`src/rtl/seg_write_back_pkg.sv`:
```
// -----------------------------------------------------------------------------
// seg_write_back_pkg
// Shared constants for the MEM/WB stage of the 5-stage MIPS core:
//   - load-type encodings ([2] unsigned flag, [1:0] access size)
//   - WB control bus bit positions
//   - register-zero constant (writes to $0 are dropped)
// -----------------------------------------------------------------------------
package seg_write_back_pkg;

    // Access size field, i_load_type[1:0]
    localparam logic [1:0] LD_BYTE = 2'b00;
    localparam logic [1:0] LD_HALF = 2'b01;
    localparam logic [1:0] LD_WORD = 2'b11;
    // 2'b10 is reserved and handled as a full word

    // i_load_type[2]: 1 = zero-extend, 0 = sign-extend
    localparam int LD_UNSIGNED_BIT = 2;

    // WB control bus bit positions
    localparam int REGWRITE_BIT = 1;
    localparam int MEMTOREG_BIT = 0;

    // Architectural $zero
    localparam logic [4:0] REG_ZERO = 5'd0;

endpackage

```
`src/rtl/seg_write_back_load_extend.sv`:
```
// -----------------------------------------------------------------------------
// load_extend
// Purely combinational load alignment: selects byte / halfword / word out of a
// little-endian memory word and sign- or zero-extends it to LEN bits.
//
// Ports:
//   i_data       LEN      raw memory word
//   i_offset     2        byte offset (address[1:0])
//   i_load_type  NB_LOAD  [2] unsigned, [1:0] size
//   o_data       LEN      extended result
// -----------------------------------------------------------------------------
import seg_write_back_pkg::*;

module load_extend #(
    parameter int LEN     = 32,
    parameter int NB_LOAD = 3
) (
    input  logic [LEN-1:0]     i_data,
    input  logic [1:0]         i_offset,
    input  logic [NB_LOAD-1:0] i_load_type,
    output logic [LEN-1:0]     o_data
);

    logic [7:0]  w_byte;
    logic [15:0] w_half;
    logic        w_unsigned;

    assign w_unsigned = i_load_type[LD_UNSIGNED_BIT];

    always_comb begin
        w_byte = i_data[{i_offset, 3'b000} +: 8];
        // Halfword ignores address bit 0: no misalignment trap in this core
        w_half = i_offset[1] ? i_data[31:16] : i_data[15:0];
        o_data = i_data;
        case (i_load_type[1:0])
            LD_BYTE: o_data = w_unsigned ? {{(LEN-8){1'b0}}, w_byte}
                                         : {{(LEN-8){w_byte[7]}}, w_byte};
            LD_HALF: o_data = w_unsigned ? {{(LEN-16){1'b0}}, w_half}
                                         : {{(LEN-16){w_half[15]}}, w_half};
            default: o_data = i_data;   // LD_WORD and reserved 2'b10
        endcase
    end

endmodule

```
`src/rtl/seg_write_back.sv`:
```
// -----------------------------------------------------------------------------
// seg_write_back
// MEM/WB pipeline register plus write-back stage. Captures the memory-stage
// results, aligns/extends load data from the (already registered) data memory
// read port and drives the register-file write port / forwarding unit.
//
// Optional feature: define WB_RETIRE_CNT_EN to add o_retired_count, a LEN-bit
// count of register-file writes retired (wraps, cleared only by reset).
//
// Ports:
//   i_clk, i_rst          clock, synchronous active-high reset
//   i_enable              1 = advance, 0 = stall (hold)
//   i_flush               bubble at next edge (wins over stall)
//   i_read_data           data memory output, valid in the WB cycle
//   i_address             ALU result from MEM
//   i_write_register      destination register
//   i_ctrl_wb_bus         [RegWrite, MemtoReg]
//   i_load_type           [2] unsigned, [1:0] size
//   o_write_data          register-file write data
//   o_write_register      register-file write address
//   o_reg_write           register-file write enable ($0 suppressed)
//   o_retired_count       (WB_RETIRE_CNT_EN only) retired write count
// -----------------------------------------------------------------------------
import seg_write_back_pkg::*;

module seg_write_back #(
    parameter int LEN        = 32,
    parameter int NB_ADDR    = 5,
    parameter int NB_CTRL_WB = 2,
    parameter int NB_LOAD    = 3
) (
    input  logic                  i_clk,
    input  logic                  i_rst,
    input  logic                  i_enable,
    input  logic                  i_flush,
    input  logic [LEN-1:0]        i_read_data,
    input  logic [LEN-1:0]        i_address,
    input  logic [NB_ADDR-1:0]    i_write_register,
    input  logic [NB_CTRL_WB-1:0] i_ctrl_wb_bus,
    input  logic [NB_LOAD-1:0]    i_load_type,
`ifdef WB_RETIRE_CNT_EN
    output logic [LEN-1:0]        o_retired_count,
`endif
    output logic [LEN-1:0]        o_write_data,
    output logic [NB_ADDR-1:0]    o_write_register,
    output logic                  o_reg_write
);

    logic [LEN-1:0]        r_address;
    logic [NB_ADDR-1:0]    r_write_register;
    logic [NB_CTRL_WB-1:0] r_ctrl_wb;
    logic [NB_LOAD-1:0]    r_load_type;
    logic [LEN-1:0]        r_hold_data;
    logic                  r_hold_valid;

    logic [LEN-1:0]        w_read_data;
    logic [LEN-1:0]        w_load_data;
    logic                  w_reg_write;

    // -------------------------------------------------------------------------
    // Pipeline register + read-data hold register.
    // The RAM output moves on while we stall, so the first stalled edge
    // snapshots it; the snapshot is used until the stage advances again.
    // -------------------------------------------------------------------------
    always_ff @(posedge i_clk) begin
        if (i_rst || i_flush) begin
            r_address        <= '0;
            r_write_register <= '0;
            r_ctrl_wb        <= '0;
            r_load_type      <= '0;
            r_hold_data      <= '0;
            r_hold_valid     <= 1'b0;
        end else if (i_enable) begin
            r_address        <= i_address;
            r_write_register <= i_write_register;
            r_ctrl_wb        <= i_ctrl_wb_bus;
            r_load_type      <= i_load_type;
            r_hold_valid     <= 1'b0;
        end else if (!r_hold_valid) begin
            r_hold_data      <= i_read_data;
            r_hold_valid     <= 1'b1;
        end
    end

    assign w_read_data = r_hold_valid ? r_hold_data : i_read_data;

    load_extend #(
        .LEN     (LEN),
        .NB_LOAD (NB_LOAD)
    ) u_load_extend (
        .i_data      (w_read_data),
        .i_offset    (r_address[1:0]),
        .i_load_type (r_load_type),
        .o_data      (w_load_data)
    );

    assign w_reg_write      = r_ctrl_wb[REGWRITE_BIT] &&
                              (r_write_register != NB_ADDR'(REG_ZERO));
    assign o_write_data     = r_ctrl_wb[MEMTOREG_BIT] ? w_load_data : r_address;
    assign o_write_register = r_write_register;
    assign o_reg_write      = w_reg_write;

`ifdef WB_RETIRE_CNT_EN
    // Counts the write currently leaving WB; flush does not touch it.
    logic [LEN-1:0] r_retired_count;

    always_ff @(posedge i_clk) begin
        if (i_rst)
            r_retired_count <= '0;
        else if (i_enable && w_reg_write)
            r_retired_count <= r_retired_count + 1'b1;
    end

    assign o_retired_count = r_retired_count;
`endif

endmodule

```
`config.mk`:
```
export PLATFORM = sky130hd
export DESIGN_NAME = seg_write_back
export DESIGN_NICKNAME = d
export VERILOG_FILES = /design/src/rtl/seg_write_back_pkg.sv /design/src/rtl/seg_write_back_load_extend.sv /design/src/rtl/seg_write_back.sv
export SDC_FILE = /design/constraint.sdc
export NUM_CORES = 1
export LEC_CHECK = 0
export ABC_AREA = 1
export CAP_MARGIN = 30
export CORE_UTILIZATION = 50
export CTS_CLUSTER_DIAMETER = 80
export DETAILED_ROUTE_END_ITERATION = 8
export MAX_ROUTING_LAYER = met4
export PLACE_DENSITY = 0.91
export SLEW_MARGIN = 10
export SYNTH_ARGS = -nofsm -noshare
export SYNTH_HDL_FRONTEND = slang
export SYNTH_HIERARCHICAL = 1
export SYNTH_SLANG_ARGS = --single-unit
```
`constraint.sdc`:
```
create_clock -name i_clk -period 2.15 [get_ports i_clk]
set_clock_uncertainty 0.2 [all_clocks]
set_input_delay 0.3225 -clock i_clk [delete_from_list [all_inputs] [get_ports i_clk]]
set_output_delay 0.3225 -clock i_clk [all_outputs]
set_load 0.02 [all_outputs]
```
==> results of run 1 <==
[what timing repair did]
| item | 4_1_cts | 5_1_grt |
|---|---|---|
| gates cloned | 4 | 1 |
| pin swaps | 29 | 35 |
| endpoints found under the setup margin | 32 | 33 |
| gates resized for setup | 261 | 75 |
| setup buffers | 13 | 7 |
| endpoints found under the hold margin | 0 | 0 |
[registers in the layout, indices dropped and copies added (netlist names)]
name	cells
o_write_register	5
r_address	32
r_ctrl_wb	2
r_hold_data	32
r_hold_valid	1
r_load_type	3
[routing by layer]
metal	vias to the layer above	track usage [%]	share of wire [%]
met4	0	21.6	8.0
met2	455	54.7	47
li1	2660	-	-
met5	-	-	0
met3	164	5.97	8.9
met1	2635	33.6	36
[Yosys cell counts, types with 2 or more instances]
master	count	area, um^2
buf_6	11	124
or2_1	3	18.8
a21oi_2	10	87.6
dfxtp_1	75	1500
and2_0	3	18.8
nand2_1	310	1160
nand2_4	3	33.8
and2_4	3	26.3
nor2_4	2	22.5
a21oi_1	33	165
or2_2	3	18.8
buf_8	2	30.0
nand2_2	18	113
inv_1	72	270
nand3_2	18	180
buf_4	5	37.5
o21ai_0	32	160
nor2_1	67	251
nand3_1	42	210
buf_12	3	60.1
clkbuf_1	7	26.3
buf_2	20	100
o211ai_1	7	52.6
[power by group through the flow]
| stage | Clock [mW] | Combinational (mW) | Sequential, mW |
|---|---|---|---|
| 5_1_grt | 1.31 | 1.12 | 1.48 |
| 4_1_cts | 1.21 | 0.935 | 1.47 |
| 3_5_place_dp | 0 | 0.839 | 1.50 |
| 6_report | 1.24 | 1.06 | 1.48 |
| 2_1_floorplan | 0 | 0.483 | 1.50 |
| 3_3_place_gp | 0 | 0.827 | 1.50 |
[final timing paths]
kind                 from               end  slack [ns]  cells past startpoint
max          r_hold_valid  o_write_data[23]       -0.51                     13
min              i_enable      r_ctrl_wb[0]        0.25                      4
max reg2reg  r_hold_valid   r_hold_data[24]        0.66                      8
min reg2reg  r_ctrl_wb[1]      r_ctrl_wb[1]        0.26                      2
[critical path, cell delays in order (launching register included)]
cell and delay (ns):
dfxtp_4 0.42, buf_8 0.15, nand2_1 0.10, nand2_2 0.11, nand2_2 0.09, nand2_4 0.09
nand2_4 0.07, nand2_4 0.11, nand2_4 0.09, buf_12 0.15, nand3_2 0.05, nand2_1 0.07
o21ai_1 0.12, buf_4 0.17
[final cells by class]
type | instances | area share (%)
clock buffers | 9 | 1.73
clock inverters | 7 | 1.29
inverters | 76 | 4.26
multi-input cells | 559 | 41.9
flip-flops and latches | 75 | 21.0
well taps | 111 | 1.94
repair buffers | 204 | 27.8
[layout by cell type, fill, tap and decap left out, types with 21 or more instances in the layout]
| cell | n |
|---|---|
| nand2_1 | 243 |
| clkdlybuf4s50_1 | 81 |
| buf_4 | 81 |
| dfxtp_1 | 73 |
| inv_1 | 71 |
| nor2_1 | 67 |
| nand2_2 | 58 |
| nand3_1 | 38 |
| a21oi_1 | 33 |
| nand2_4 | 29 |
| buf_6 | 25 |
| nand3_2 | 21 |
[kinds of logic (layout without fill, tap and decap cells)]
| kind of cell | after synthesis | after routing | share of synthesized area [%] |
|---|---|---|---|
| simple gates | 475 | 476 | 43.9 |
| buf+inv | 124 | 296 | 14.3 |
| flops | 75 | 75 | 31.8 |
| compound gates | 83 | 83 | 10.0 |
[through the flow]
step,TNS (ns),hold WS (ns),std cells,total power [mW]
floorplan,-0.157,0.239,757,1.98
global placement,-21.22,0.248,1002,2.32
detailed placement,-22.00,0.252,1002,2.34
CTS,-10.87,0.232,1035,3.62
global route,-16.02,0.241,1041,3.91
finish,-14.09,0.248,1041,3.78
==> results.tsv, run 1 <==
metric	value	unit
powerDensity	528	nW/um^2
multi_input_area	3000	um^2
yosysSeqAreaShare	31.8	%
firstDrtPassIters	5	
die_h	99.2	um
final_core_util	77.9	%
path_clk_slew	0.08	ns
viasPerCell	5.68	
rsz0062_at_grt	true	
min_period	2.66	ns
synth_seq_cells	75	
start_util	51.4	%
antenna_found_initial	0	
hold_violations	0	
switchingPower	1.19	mW
swShare	31.5	%
yosys_most_used_dff	dfxtp_1	
post-route-cell-area	7160	um^2
synth_fp_nets	835	
vias	5914	
worst_pin_slew	0.468	ns
drv_cap	0	
ios	116	
worstPathMaxFanout	6	
place_hpwl	9700	um
drc	0	
synth_area_per_cell	6.25	um^2
outcome	finished, violations left	
period_share	124	%
crit_required	1.63	ns
grt_start_max_net_pins	56	
cts_max_path_buffers	2	
finalNetCount	1003	
dieWidth	99.2	um
clock_latency	0.34	ns
end_kind	output pin	
synth_edf_count	0	
numCtsBuffers	9	
hold_class	in -> reg	
syn_inst	757	
grt_first_pass_wirelength	24300	um
synthDistinctLibCells	31	
grt_use_total	32.0	%
cts_tree	done	
htreeDepth	3	
violations	setup timing	
p_leak	3.45	nW
setup_viol	32	
regArea	1510	um^2
fmax	0.376	GHz
start_kind	flip-flop	
place_ws	-0.755	ns
setup_ws	-0.512	ns
grt-ovfl-total	0	
areaGrowthSynthToFinish	51.4	%
core_area	9200	um^2
nFillCells	568	
power_frac_clock	32.9	%
drive_gt1_share	32.3	%
drtAntennaViolNets	0	
root_buffer	clkbuf_8	
wl	18500	um
comb_power_share	28.0	%
seq_power_share	39.1	%
drtIter0Drc	626	
post_dp_cell_area	6290	um^2
finalWeightedCongestion	0.946	
worstPathArrival	2.14	ns
critical_path_class	reg -> out	
first_global_vias	5319	
numPortBuffers	115	
holdBufCountCts	0	
antenna_cells	0	
ys_warn_count	6	
die_area	9850	um^2
cts_num_sinks	75	
peakVddDrop	407	uV
route.detailed.wl_per_inst	17.7	um
slew_violations	0	
post_synth_instance_area	4730	um^2
p_int	2.59	mW
relSlewSlack	68.8	%
async_flop_share	0	%
rows	35	
(Power assumes the default switching activity.)
==> run 2, diff against run 1 <==
==> constraint.sdc (replaced) <==
create_clock -name i_clk -period 3.1 [get_ports i_clk]
set_clock_uncertainty 0.2 [all_clocks]
set_input_delay 0.465 -clock i_clk [delete_from_list [all_inputs] [get_ports i_clk]]
set_output_delay 0.465 -clock i_clk [all_outputs]
set_load 0.02 [all_outputs]
==> run 2 against run 1 <==
  * The flow now finishes without violations
  * Critical path type unchanged
  * Sequential cell count unchanged
  * Routed wire length decreased by 30%
  * First-iteration DRC count decreased by 50%
  * Highest routed layer unchanged
==> results.tsv, run 2 (synthesis results as in run 1) <==
metric	value	unit	change
outcome	finished, final reports clean		was finished, violations left
end_kind	output pin		unchanged
worstPathArrival	2.25	ns	was 2.14 ns
power_frac_clock	33.6	%	was 32.9%
core_area	9200	um^2	unchanged
die_area	9850	um^2	unchanged
cp_num_buf_inv	4		was 3
critical-path-top-delay-family	buffers and inverters		was simple AND/OR/NAND/NOR gates
slowest_delay	0.41	ns	was 0.42 ns
dr_wl_met3	699	um	was 1640 um
numPortBuffers	115		unchanged
drc	0		unchanged
drtAntennaViolNets	0		unchanged
worst_pin_slew	0.785	ns	was 0.468 ns
vias	4919		was 5,914
path_clk_slew	0.08	ns	about the same
crit_required	2.43	ns	was 1.63 ns
antenna_found_initial	0		unchanged
grt_use_total	27.7	%	was 32.0%
hold_class	reg -> reg		was in -> reg
root_buffer	clkbuf_8		unchanged
final_core_util	64.8	%	was 77.9%
finalWeightedCongestion	0.879		was 0.946
die_h	99.2	um	unchanged
ios	116		unchanged
drtIter0Drc	311		was 626
antenna_cells	0		unchanged
rsz0062_at_grt	false		was true
swShare	29.5	%	was 31.5%
setup_ws	0.184	ns	was -0.512 ns
slowest_stage	dfxtp_1		was dfxtp_4
path_cells	inv_2, buf_4, nand2_1, nand2_1, nand2_1, nand2_1, buf_4, a22oi_1, nand3_1, nand2_1, o21ai_0, dlygate4sd2_1		was buf_8, nand2_1, nand2_2, nand2_2, nand2_4, nand2_4, nand2_4, nand2_4, buf_12, nand3_2, nand2_1, o21ai_1, buf_4
min_period	2.92	ns	
hold_ws	0.265	ns	was 0.248 ns
setup_viol	0		was 32
critical_path_class	reg -> out		unchanged
areaGrowthSynthToFinish	26.0	%	was 51.4%
p_leak	2.86	nW	was 3.45 nW
period_share	94.1	%	
grt_first_pass_wirelength	21100	um	was 24,300 um
cts_max_path_buffers	2		unchanged
r2r_slack	1.65	ns	was 0.66 ns
start_kind	flip-flop		unchanged
slew_violations	0		unchanged
hold_violations	0		unchanged
rows	35		unchanged
top_layer	met4		unchanged
peakVddDrop	247	uV	was 407 uV
first_global_vias	4527		was 5,319
wl_met2	6280	um	was 8660 um
viasPerCell	5.06		was 5.68
final_common_cell	nand2_1		unchanged
start_util	51.4	%	unchanged
worstPathMaxFanout	12		was 6
grt-ovfl-total	0		unchanged
place_hpwl	8980	um	was 9700 um
p_int	1.64	mW	was 2.59 mW
drv_cap	0		unchanged
route.detailed.wl_per_inst	13.4	um	was 17.7 um
cts_num_sinks	75		unchanged
htreeDepth	3		unchanged
dieWidth	99.2	um	unchanged
powerDensity	389	nW/um^2	was 528 nW/um^2
place_ws	-0.176	ns	was -0.755 ns
numCtsBuffers	9		unchanged
firstDrtPassIters	5		unchanged
cts_setup_buffers	0		was 13
nFillCells	853		was 568
relSlewSlack	47.7	%	was 68.8%
cpMostUsedCell	nand2_1		was nand2_4
p_total	2.32	mW	was 3.78 mW
finalNetCount	936		was 1,003
comb_power_share	22.3	%	was 28.0%
fmax	0.343	GHz	
seq_power_share	44.0	%	was 39.1%
final_cell_mix	nand2_1, clkdlybuf4s50_1, dfxtp_1, inv_1, nor2_1		was nand2_1, clkdlybuf4s50_1, buf_4, dfxtp_1, inv_1
wl_met1	5620	um	was 6680 um
wl	13000	um	was 18,500 um
drive_gt1_share	14.8	%	was 32.3%
grt_start_max_net_pins	107		was 56
switchingPower	0.684	mW	was 1.19 mW
clock_latency	0.35	ns	was 0.34 ns
cts_tree	done		unchanged
## run 2: cell types whose count changed in the layout (fill, tap and decap cells not counted), sizes merged, moves of 2 or more
cell / before / now
clkinv: 5 / 1
buf: 121 / 24
clkbuf: 10 / 34
dlygate4sd2: 0 / 8
clkinvlp: 0 / 2
## run 2: layout make-up
| class | instances | area [um^2] | area share [%] |
|---|---|---|---|
| repair buffers | 137 | 1230 | 20.7 |
| multi-input cells | 559 | 2580 | 43.4 |
| clock inverters | 4 | 50.0 | 0.840 |
| flip-flops and latches | 75 | 1500 | 25.2 |
| clock buffers | 11 | 151 | 2.54 |
| well taps | 111 | 139 | 2.33 |
| inverters | 76 | 300 | 5.04 |
## run 2: power groups by stage
| stage | clock network (mW) | registers, mW | logic (mW) |
|---|---|---|---|
| floorplan | 0 | 1.04 | 0.328 |
| global placement | 0 | 1.04 | 0.513 |
| detailed placement | 0 | 1.04 | 0.521 |
| CTS | 0.786 | 1.02 | 0.513 |
| global route | 0.819 | 1.03 | 0.572 |
| finish | 0.780 | 1.02 | 0.519 |
## run 2: through the flow
stage	TNS, ns	area, um^2	std cells
finish	0	5960	973
global route	0	5960	973
CTS	0	6030	972
detailed placement	-3.16	5850	957
global placement	-2.19	5850	957
floorplan	0	4730	757
## run 2: metal layers
metal	global-route usage, %	vias up
li1	-	2526
met1	33.4	2194
met2	45.9	165
met3	4.22	34
met4	12.0	0
met5	-	-
## run 2: worst paths after layout
check / startpoint / end / cells past startpoint
setup / recovery: r_hold_valid / o_write_data[7] / 12
hold / removal: r_address[4] / r_address[4] / 2
setup reg to reg: r_hold_valid / r_hold_data[17] / 7
hold reg to reg: r_address[4] / r_address[4] / 2
## run 2: worst register-to-register path: stages, from the launching register on
cell     delay (ns)
dfxtp_1        0.41
inv_2          0.10
buf_4          0.19
buf_4          0.16
nand2_1        0.09
nand3_1        0.07
nand2_1        0.10
inv_1          0.04
## run 2: timing repair
| action | CTS | global route |
|---|---|---|
| hold buffers | 0 | 0 |
| pin swaps | 0 | 1 |
| cloned | 0 | 1 |
| gates resized for setup | 37 | 72 |
| setup endpoints to repair | 32 | 26 |
==> run 3, diff against run 2 <==
--- a/config.mk
+++ b/config.mk
@@ -6,12 +6,13 @@
 export NUM_CORES = 1
 export LEC_CHECK = 0
 export ABC_AREA = 1
-export CAP_MARGIN = 30
+export CAP_MARGIN = 0
 export CORE_UTILIZATION = 50
 export CTS_CLUSTER_DIAMETER = 80
 export DETAILED_ROUTE_END_ITERATION = 8
 export MAX_ROUTING_LAYER = met4
 export PLACE_DENSITY = 0.91
+export SETUP_SLACK_MARGIN = 0.02
 export SLEW_MARGIN = 10
 export SYNTH_ARGS = -nofsm -noshare
 export SYNTH_HDL_FRONTEND = slang
==> run 3 against run 2 <==
  * Combinational power is essentially flat
  * Non-clock buffer count unchanged
  * Largest cell class unchanged
  * Highest routed layer unchanged
  * Sequential share of layout area barely moved
  * Sequential cell count unchanged
  * Final cell count unchanged
  * Largest power group unchanged
  * Via count up 1.4%
  * Register-to-register slack gained 0.04 ns
  * Setup slack worse by 0.039 ns
  * Routed wire length rose by 1.0%
  * Die area did not move
==> results.tsv, run 3 (synthesis results as in run 1) <==
metric	value	unit	change
r2r_cells	7		unchanged
swShare	29.6	%	was 29.5%
finalWeightedCongestion	0.879		unchanged
p_int	1.64	mW	about the same
vias	4986		was 4,919
antenna_found_initial	0		unchanged
switchingPower	0.687	mW	was 0.684 mW
final_common_cell	nand2_1		unchanged
r2r_slack	1.69	ns	was 1.65 ns
drv_cap	0		unchanged
numCtsBuffers	9		unchanged
critPathLaunch	r_hold_valid		unchanged
route.detailed.wl_per_inst	13.5	um	was 13.4 um
worst_pin_slew	0.780	ns	was 0.785 ns
grt_start_max_net_pins	107		unchanged
hold_violations	0		unchanged
seq_power_share	44.0	%	about the same
core_area	9200	um^2	unchanged
finalSetupTns	0	ns	unchanged
grt-ovfl-total	0		unchanged
path_clk_slew	0.08	ns	about the same
grt_use_total	27.7	%	about the same
drive_gt1_share	14.8	%	unchanged
cts_num_sinks	75		unchanged
p_leak	2.86	nW	about the same
fmax	0.338	GHz	was 0.343 GHz
grt_first_pass_wirelength	21200	um	was 21,100 um
peakVddDrop	248	uV	was 247 uV
outcome	finished, final reports clean		unchanged
clock_latency	0.35	ns	about the same
crit_required	2.43	ns	about the same
final_cell_mix	nand2_1, clkdlybuf4s50_1, dfxtp_1, inv_1, nor2_1		unchanged
start_util	51.4	%	unchanged
firstDrtPassIters	5		unchanged
areaGrowthSynthToFinish	26.3	%	was 26.0%
antenna_cells	0		unchanged
viasPerCell	5.12		was 5.06
start_kind	flip-flop		unchanged
end_kind	output pin		unchanged
period_share	95.3	%	was 94.1%
place_hpwl	8980	um	unchanged
drtIter0Drc	282		was 311
cts_max_path_buffers	2		unchanged
comb_power_share	22.4	%	was 22.3%
finalNetCount	936		unchanged
slew_violations	0		unchanged
rows	35		unchanged
relSlewSlack	48.0	%	was 47.7%
powerDensity	389	nW/um^2	about the same
wl	13100	um	was 13,000 um
crit-reg2reg-capture	r_hold_data[17]		unchanged
regArea	1500	um^2	unchanged
first_global_vias	4539		was 4,527
holdBufCountCts	0		unchanged
min_period	2.96	ns	was 2.92 ns
hold_class	reg -> reg		unchanged
setup_viol	0		unchanged
place_ws	-0.176	ns	unchanged
htreeDepth	3		unchanged
post_dp_cell_area	5850	um^2	unchanged
critical_path_class	reg -> out		unchanged
numPortBuffers	115		unchanged
die_area	9850	um^2	unchanged
crit_path_end	o_write_data[28]		was o_write_data[7]
nFillCells	851		was 853
multi_input_area	2580	um^2	unchanged
cts_tree	done		unchanged
rsz0062_at_grt	false		unchanged
root_buffer	clkbuf_8		unchanged
power_frac_clock	33.6	%	about the same
drtAntennaViolNets	0		unchanged
dieWidth	99.2	um	unchanged
ios	116		unchanged
drc	0		unchanged
cts_setup_buffers	0		unchanged
rr_startpoint	r_hold_valid		unchanged
setup_ws	0.145	ns	was 0.184 ns
worstPathMaxFanout	12		unchanged
die_h	99.2	um	unchanged
worstPathArrival	2.29	ns	was 2.25 ns
post-route-cell-area	5970	um^2	was 5960 um^2
## run 3: cell types whose count changed in the layout (fill, tap and decap cells not counted), sizes merged
cell,change
clkbuf,-3
clkdlybuf4s15,+1
buf,+2
## run 3: power by group through the flow
stage	clock, mW	combinational (mW)	sequential [mW]
detailed placement	0	0.521	1.04
global placement	0	0.513	1.04
finish	0.781	0.522	1.02
CTS	0.786	0.514	1.02
global route	0.819	0.574	1.03
floorplan	0	0.328	1.04
## run 3: what timing repair did
item,4_1_cts,5_1_grt
resized for setup,51,61
endpoints found under the setup margin,32,29
cloned,0,1
pin swaps,0,1
## run 3: stage by stage
step | utilization, % | instances | power (mW) | hold WS [ns]
CTS | 65.7 | 972 | 2.32 | 0.265
detailed placement | 63.7 | 957 | 1.56 | 0.252
global route | 64.9 | 973 | 2.42 | 0.285
finish | 64.9 | 973 | 2.32 | 0.266
global placement | 63.7 | 957 | 1.55 | 0.249
floorplan | - | 757 | 1.37 | 0.239
## run 3: final cells by class
cell class,count,area share (%)
multi-input cells,559,43.3
well taps,111,2.33
clock inverters,4,0.838
repair buffers,137,20.8
inverters,76,5.03
clock buffers,11,2.54
flip-flops and latches,75,25.2
## run 3: how the worst min path moves through the flow
| stage | start | end | slack, ns | depth (start not counted) |
|---|---|---|---|---|
| floorplan | r_address[10] | r_address[10] | 0.24 | 2 |
| global placement | r_address[7] | r_address[7] | 0.25 | 2 |
| detailed placement | r_address[4] | r_address[4] | 0.25 | 2 |
| CTS | r_address[4] | r_address[4] | 0.27 | 2 |
| global route | r_address[4] | r_address[4] | 0.29 | 2 |
| finish | r_address[4] | r_address[4] | 0.27 | 2 |
## run 3: worst max-delay path, cell delays in order (launching register included)
cell	delay, ns
dfxtp_1	0.41
inv_2	0.10
buf_6	0.15
nand2_1	0.10
nand2_1	0.12
nand2_4	0.08
nand2_2	0.07
nand2_2	0.10
nand2_4	0.10
nand2_8	0.16
nand3_1	0.10
nand2_1	0.07
o21ai_0	0.09
clkdlybuf4s15_2	0.28
## run 3: per-layer routing
metal / wire (um) / share of wire (%) / global-route usage [%] / vias up
li1: - / - / - / 2529
met1: 5710 / 43 / 33.4 / 2242
met2: 6280 / 48 / 46.0 / 182
met3: 734 / 5.6 / 4.22 / 33
met4: 414 / 3.2 / 12.0 / 0
met5: 0 / 0 / - / -
